**src/rtl/ram_dma_master.sv**
```systemverilog
// ram_dma_master: moves a block of 16-bit words between a stream interface
// and a register-mapped RAM peripheral. Each word is addressed by writing
// the address register, then writing or reading the data register. Every bus
// strobe is followed by a programmable number of idle cycles.
module ram_dma_master #(
   parameter int RD_LAT = 2,   // cycles from read strobe to valid bus_dat_in (1..4)
   parameter int GAP    = 1    // idle bus cycles after every strobe (0..3)
) (
   input  logic        clk,
   input  logic        rst,
   // command
   input  logic        start,
   input  logic        cmd_dir,
   input  logic        cmd_init,
   input  logic [7:0]  cmd_addr,
   input  logic [7:0]  cmd_len_m1,
   output logic        busy,
   output logic        done,
   // write-data stream
   input  logic        src_valid,
   output logic        src_ready,
   input  logic [15:0] src_data,
   // read-data stream
   output logic        snk_valid,
   input  logic        snk_ready,
   output logic [15:0] snk_data,
   // peripheral bus
   output logic        bus_cs,
   output logic        bus_wr,
   output logic        bus_rd,
   output logic [3:0]  bus_addr,
   output logic [15:0] bus_dat_out,
   input  logic [15:0] bus_dat_in
);

   localparam logic [3:0] IDLE  = 4'd0;
   localparam logic [3:0] SETA  = 4'd1;
   localparam logic [3:0] WWAIT = 4'd2;
   localparam logic [3:0] WDAT  = 4'd3;
   localparam logic [3:0] RDAT  = 4'd4;
   localparam logic [3:0] RWAIT = 4'd5;
   localparam logic [3:0] HOLD  = 4'd6;
   localparam logic [3:0] GAPW  = 4'd7;
   localparam logic [3:0] INIT  = 4'd8;
   localparam logic [3:0] DONE  = 4'd9;

   // peripheral register offsets
   localparam logic [3:0] REG_WDATA = 4'h0;
   localparam logic [3:0] REG_RDATA = 4'h2;
   localparam logic [3:0] REG_ADDR  = 4'h4;
   localparam logic [3:0] REG_INIT  = 4'h8;

   // down-counter reload values (count reaches zero on the last cycle)
   localparam logic [1:0] GAP_LOAD = 2'((GAP > 0) ? (GAP - 1) : 0);
   localparam logic [1:0] LAT_LOAD = 2'(RD_LAT - 1);

   logic [3:0]  state, state_nxt;
   logic [3:0]  ret_state, ret_nxt;       // where GAPW goes when it expires
   logic [1:0]  gap_cnt, gap_nxt;
   logic [1:0]  lat_cnt, lat_nxt;
   logic [7:0]  cur_addr, addr_nxt;
   logic [7:0]  word_cnt, cnt_nxt;
   logic        dir, dir_nxt;
   logic [15:0] wdat, wdat_nxt;
   logic [15:0] rdat_nxt;

   logic        strobe_end;               // current state is a strobe
   logic [3:0]  strobe_tgt;               // state to reach after the gap
   logic [3:0]  word_tgt;                 // state after the current word completes

   logic        cs_nxt, wr_nxt, rd_nxt;
   logic [3:0]  baddr_nxt;
   logic [15:0] bdat_nxt;

   // next-state and datapath decisions
   always_comb begin
      // NOTE: every variable gets a default first so no path infers a latch.
      state_nxt  = state;
      ret_nxt    = ret_state;
      gap_nxt    = gap_cnt;
      lat_nxt    = lat_cnt;
      addr_nxt   = cur_addr;
      cnt_nxt    = word_cnt;
      dir_nxt    = dir;
      wdat_nxt   = wdat;
      rdat_nxt   = snk_data;
      strobe_end = 1'b0;
      strobe_tgt = IDLE;
      word_tgt   = (word_cnt == 8'd0) ? DONE : SETA;

      case (state)
         IDLE: begin
            if (start) begin
               dir_nxt   = cmd_dir;
               addr_nxt  = cmd_addr;
               cnt_nxt   = cmd_len_m1;
               state_nxt = cmd_init ? INIT : SETA;
            end
         end
         SETA: begin
            strobe_end = 1'b1;
            strobe_tgt = dir ? RDAT : WWAIT;
         end
         WWAIT: begin
            if (src_valid && src_ready) begin
               wdat_nxt  = src_data;
               state_nxt = WDAT;
            end
         end
         WDAT: begin
            strobe_end = 1'b1;
            strobe_tgt = word_tgt;
            addr_nxt   = cur_addr + 8'd1;
            if (word_cnt != 8'd0) cnt_nxt = word_cnt - 8'd1;
         end
         RDAT: begin
            strobe_end = 1'b1;
            strobe_tgt = RWAIT;
            lat_nxt    = LAT_LOAD;
         end
         RWAIT: begin
            if (lat_cnt == 2'd0) begin
               rdat_nxt  = bus_dat_in;
               state_nxt = HOLD;
            end else begin
               lat_nxt = lat_cnt - 2'd1;
            end
         end
         HOLD: begin
            if (snk_ready) begin
               state_nxt = word_tgt;
               addr_nxt  = cur_addr + 8'd1;
               if (word_cnt != 8'd0) cnt_nxt = word_cnt - 8'd1;
            end
         end
         GAPW: begin
            if (gap_cnt == 2'd0) state_nxt = ret_state;
            else                 gap_nxt   = gap_cnt - 2'd1;
         end
         INIT: begin
            strobe_end = 1'b1;
            strobe_tgt = DONE;
         end
         DONE:    state_nxt = IDLE;
         default: state_nxt = IDLE;
      endcase

      // every strobe is followed by the idle gap before moving on
      if (strobe_end) begin
         if (GAP == 0) begin
            state_nxt = strobe_tgt;
         end else begin
            state_nxt = GAPW;
            ret_nxt   = strobe_tgt;
            gap_nxt   = GAP_LOAD;
         end
      end
   end

   // bus values decoded from the next state so the registered bus lines up with the state
   always_comb begin
      cs_nxt    = 1'b0;
      wr_nxt    = 1'b0;
      rd_nxt    = 1'b0;
      baddr_nxt = 4'h0;
      bdat_nxt  = 16'h0000;
      case (state_nxt)
         SETA: begin
            cs_nxt    = 1'b1;
            wr_nxt    = 1'b1;
            baddr_nxt = REG_ADDR;
            bdat_nxt  = {8'h00, addr_nxt};
         end
         WDAT: begin
            cs_nxt    = 1'b1;
            wr_nxt    = 1'b1;
            baddr_nxt = REG_WDATA;
            bdat_nxt  = wdat_nxt;
         end
         RDAT: begin
            cs_nxt    = 1'b1;
            rd_nxt    = 1'b1;
            baddr_nxt = REG_RDATA;
         end
         INIT: begin
            cs_nxt    = 1'b1;
            wr_nxt    = 1'b1;
            baddr_nxt = REG_INIT;
         end
         default: ;
      endcase
   end

   // state, datapath and output registers with synchronous reset
   always_ff @(posedge clk) begin
      // NOTE: the data registers are reset as well so an aborted command leaves nothing behind.
      if (rst) begin
         state       <= IDLE;
         ret_state   <= IDLE;
         gap_cnt     <= 2'd0;
         lat_cnt     <= 2'd0;
         cur_addr    <= 8'h00;
         word_cnt    <= 8'h00;
         dir         <= 1'b0;
         wdat        <= 16'h0000;
         snk_data    <= 16'h0000;
         busy        <= 1'b0;
         done        <= 1'b0;
         src_ready   <= 1'b0;
         snk_valid   <= 1'b0;
         bus_cs      <= 1'b0;
         bus_wr      <= 1'b0;
         bus_rd      <= 1'b0;
         bus_addr    <= 4'h0;
         bus_dat_out <= 16'h0000;
      end else begin
         state       <= state_nxt;
         ret_state   <= ret_nxt;
         gap_cnt     <= gap_nxt;
         lat_cnt     <= lat_nxt;
         cur_addr    <= addr_nxt;
         word_cnt    <= cnt_nxt;
         dir         <= dir_nxt;
         wdat        <= wdat_nxt;
         snk_data    <= rdat_nxt;
         busy        <= (state_nxt != IDLE) && (state_nxt != DONE);
         done        <= (state_nxt == DONE);
         src_ready   <= (state_nxt == WWAIT);
         snk_valid   <= (state_nxt == HOLD);
         bus_cs      <= cs_nxt;
         bus_wr      <= wr_nxt;
         bus_rd      <= rd_nxt;
         bus_addr    <= baddr_nxt;
         bus_dat_out <= bdat_nxt;
      end
   end

endmodule

```
**config.mk**
```make
export PLATFORM = sky130hd
export DESIGN_NAME = ram_dma_master
export DESIGN_NICKNAME = d
export VERILOG_FILES = /design/src/rtl/ram_dma_master.sv
export SDC_FILE = /design/constraint.sdc
export NUM_CORES = 1
export LEC_CHECK = 0
export CORE_MARGIN = 4
export CORE_UTILIZATION = 49
export CTS_CLUSTER_DIAMETER = 40
export DETAILED_ROUTE_END_ITERATION = 16
export GPL_TIMING_DRIVEN = 0
export PLACE_DENSITY = 0.77
export RECOVER_POWER = 100
export SKIP_CTS_REPAIR_TIMING = 1
export SLEW_MARGIN = 15
export SYNTH_ARGS = -nofsm -noshare
export SYNTH_HDL_FRONTEND = slang
export SYNTH_SLANG_ARGS = --single-unit
```
**constraint.sdc**
```tcl
create_clock -name clk -period 3 [get_ports clk]
set_clock_uncertainty 0.1 [all_clocks]
set_input_delay 0.6 -clock clk [delete_from_list [all_inputs] [get_ports clk]]
set_output_delay 0.6 -clock clk [all_outputs]
set_load 0.02 [all_outputs]
```
==> impl_metrics.tcl <==
set metrics [dict create \
    grt_util_met1_pct 29.37 \
    cellPowerDensity_nw_per_um2 774.9 \
    ys_async_sr_fraction_pct 0 \
    num_vias 3590 \
    rsz0062_at_grt "false" \
    wire_per_inst_um 15.14 \
    slew_headroom_pct 42.51 \
    required_ns 3.19 \
    post_drt_via_cell_ratio 5.498 \
    synth_top_area_share_pct 46.07 \
    p_leak_nw 2.069 \
    ys_top_cells_by_area "dfxtp_1 (46%), nand2_1 (7.1%), a21oi_1 (5.2%)" \
    area_delta_synth_final_pct 34.92 \
    r2r-start "state[2]" \
    cts_tree "yes" \
    clock_latency_ns 0.37 \
    yosysSeqAreaShare_pct 46.07 \
    synth_cell_types 61 \
    drt-total-wl_mm 9.885 \
    clkTransAtPathRegs_ns 0.10 \
    syn_nets 503 \
    register_area_um2 1722 \
    globalRouteMet2Util_pct 35.86 \
    core_um2 7331 \
    synth_enable_flop_cells 0 \
    tns_ns 0 \
    reg2reg_depth 10 \
    yosysWarnings 0 \
    finalSetupViolations 0 \
    grtUsageMet3_pct 5.367 \
    status "completed" \
    grt_max_degree 18 \
    reg2reg_to "bus_dat_out[4]" \
    synthesis.area_um2 3737 \
    initial_core_util_pct 50.98 \
    grt_overflow_total 0 \
    cts_buffer_depth 2 \
    fin_crit_ns 2.825 \
    multi_input_area_um2 1839 \
    drt_iter0_drc 236 \
    min_to "snk_data[13]" \
    hp-class "register to register" \
    drive_gt1_share_pct 5.957 \
    yosys_register_bits 86 \
    cp_max_fo 8 \
    synthFlopType "dfxtp_1" \
    die_area_um2 9089 \
    worst_slew_pin_slew_ns 0.8557 \
    synth.avg_cell_area_um2 8.436 \
    final_net_count 609 \
    arrival_ns 3.01 \
    clock-root-buffer "clkbuf_8" \
    final_antenna_net_count 0 \
    min-delay-start "snk_data[13]" \
    grt_pass1_wl_mm 15.88 \
    max_freq_mhz 354.0 \
    dr.pass1.iters 6 \
    n_antenna_cell 0 \
    cts_max_level 3 \
    die_x_um 95.34 \
    cts-buffers-inserted 9 \
    maxCapViolations 0 \
    critPathCaptureType "register" \
    io_buffers 95 \
    cts.sinks 86 \
    slew_viol_final 0 \
    route.detailed.drc 0 \
    die_height_um 95.34 \
    hold_viol 0 \
    hold_depth 2 \
    busiest_layer "met2" \
    whs_ns 0.3608 \
    max-vdd-ir-drop_v 0.0003823 \
    io_pins 98 \
    r2r_slack_ns 0.21 \
    hpwl_mm 7.257 \
    grt_pass1_vias 3364 \
    place_congestion 0.8807 \
    synth_cells 443 \
    start_kind "primary input" \
    worst-setup-path-type "primary input to register" \
    fin_crit_sh_pct 94.16 \
    fillers 611 \
    rows 31 \
    track_usage_pct 22.39 \
    synth_area_leader_cell "dfxtp_1" \
    antenna_found_initial 0 \
]
## final cells by class
class | count | area share, %
multi-input combinational | 320 | 36.48
sequential | 86 | 34.14
timing repair buffer | 95 | 18.86
buffer | 27 | 2.581
clock buffer | 9 | 2.457
tap | 99 | 2.457
clock inverter | 7 | 2.283
inverter | 10 | 0.7444
## cells in the final DEF (no fill, tap or decap), drive strengths merged, types with 6 or more instances in the layout
| cell type | netlist | final |
|---|---|---|
| nor2 | 48 | 48 |
| dfxtp | 86 | 86 |
| nor2b | 7 | 7 |
| nand2 | 71 | 71 |
| nand2b | 6 | 6 |
| inv | 9 | 13 |
| clkbuf | 15 | 29 |
| buf | 12 | 7 |
| clkdlybuf4s50 | 0 | 52 |
| nor3 | 15 | 15 |
| mux2i | 16 | 16 |
| o21ai | 23 | 23 |
| dlygate4sd3 | 0 | 43 |
| nand3 | 8 | 8 |
| a21oi | 39 | 39 |
## report_power, final
part,switching (mW),internal [mW]
Combinational,0.947,0.589
Clock,0.462,0.490
Sequential,0.114,1.30
## critical path, cell delays in order
cell             delay, ns
clkdlybuf4s50_1       0.62
and3b_1               0.20
a211oi_1              0.07
a21oi_1               0.41
nand3b_1              0.27
or2_2                 0.39
clkbuf_1              0.22
nor3_1                0.23
## synthesized netlist by cell type, types with 2 or more instances
cell and count:
and3_1 2, o2bb2ai_1 3, nand2_1 71, a221oi_1 2, nand2b_1 6, nor3b_1 2
a21oi_1 39, inv_1 9, a22oi_1 4, o21a_1 2, nor2b_1 7, dfxtp_1 86
or3_1 3, nor4b_1 2, nor2_1 48, nand3_1 8, and2_1 3, nor4_1 2
and3b_1 2, xnor2_1 2, a32oi_1 2, clkbuf_1 15, or2_2 3, mux2i_1 16
o211ai_1 2, ha_1 5, buf_6 2, or4_4 2, nand4b_1 2, o21ai_1 2
a31oi_1 2, o21bai_1 2, a211oi_1 4, a22o_1 5, nand4_1 2, buf_2 5
nor3_1 15, buf_1 2, nand3b_1 4, o22ai_1 5, o21ai_0 21, buf_4 3
## per-stage QoR
step                      power, mW  setup WS [ns]  cell area, um^2  util, %  cells
final                         3.907         0.1752             5042    68.78    653
after global routing          4.173        0.01477             5042    68.78    653
after CTS                     3.935         0.2374             5051    68.90    653
after detailed placement      2.976        -0.1409             4812    65.64    637
after global placement        2.946       -0.09263             4812    65.64    637
after floorplan               2.500         0.6090             3737        -    443
## how the worst max path moves through the flow
stage	start	end	slack [ns]	cells after the start
final	snk_ready	bus_dat_out[13]	0.18	8
after global routing	state[0]	bus_dat_out[11]	0.01	9
after CTS	snk_ready	bus_dat_out[13]	0.24	8
after detailed placement	snk_ready	bus_dat_out[13]	-0.14	8
after global placement	snk_ready	bus_dat_out[13]	-0.09	8
after floorplan	src_valid	bus_dat_out[3]	0.61	8
## kinds of logic after synthesis
kind of cell | Yosys count | share of synthesized area [%]
AND/OR/NAND/NOR | 189 | 24.34
AO/OA/AOI/OAI | 106 | 18.21
flip-flops | 86 | 46.07
buffers and inverters | 37 | 4.620
multiplexers | 16 | 4.285
adder cells (fa/ha/maj) | 5 | 1.674
XOR/XNOR | 3 | 0.7032
other | 1 | 0.1003
## per-layer routing
layer,vias up,share of wire (%)
met1,1664,42
li1,1762,-
met4,0,2.1
met2,142,48
met3,22,7.7
met5,-,0
## sequential cells by signal, summed over array words and instances, names as in the netlist, 3 cells and up
register	cells
bus_dat_out	16
ret_state	4
word_cnt	8
bus_addr	3
wdat	16
snk_data	16
state	4
cur_addr	8
No activity file was read; power rests on OpenSTA's default activity.
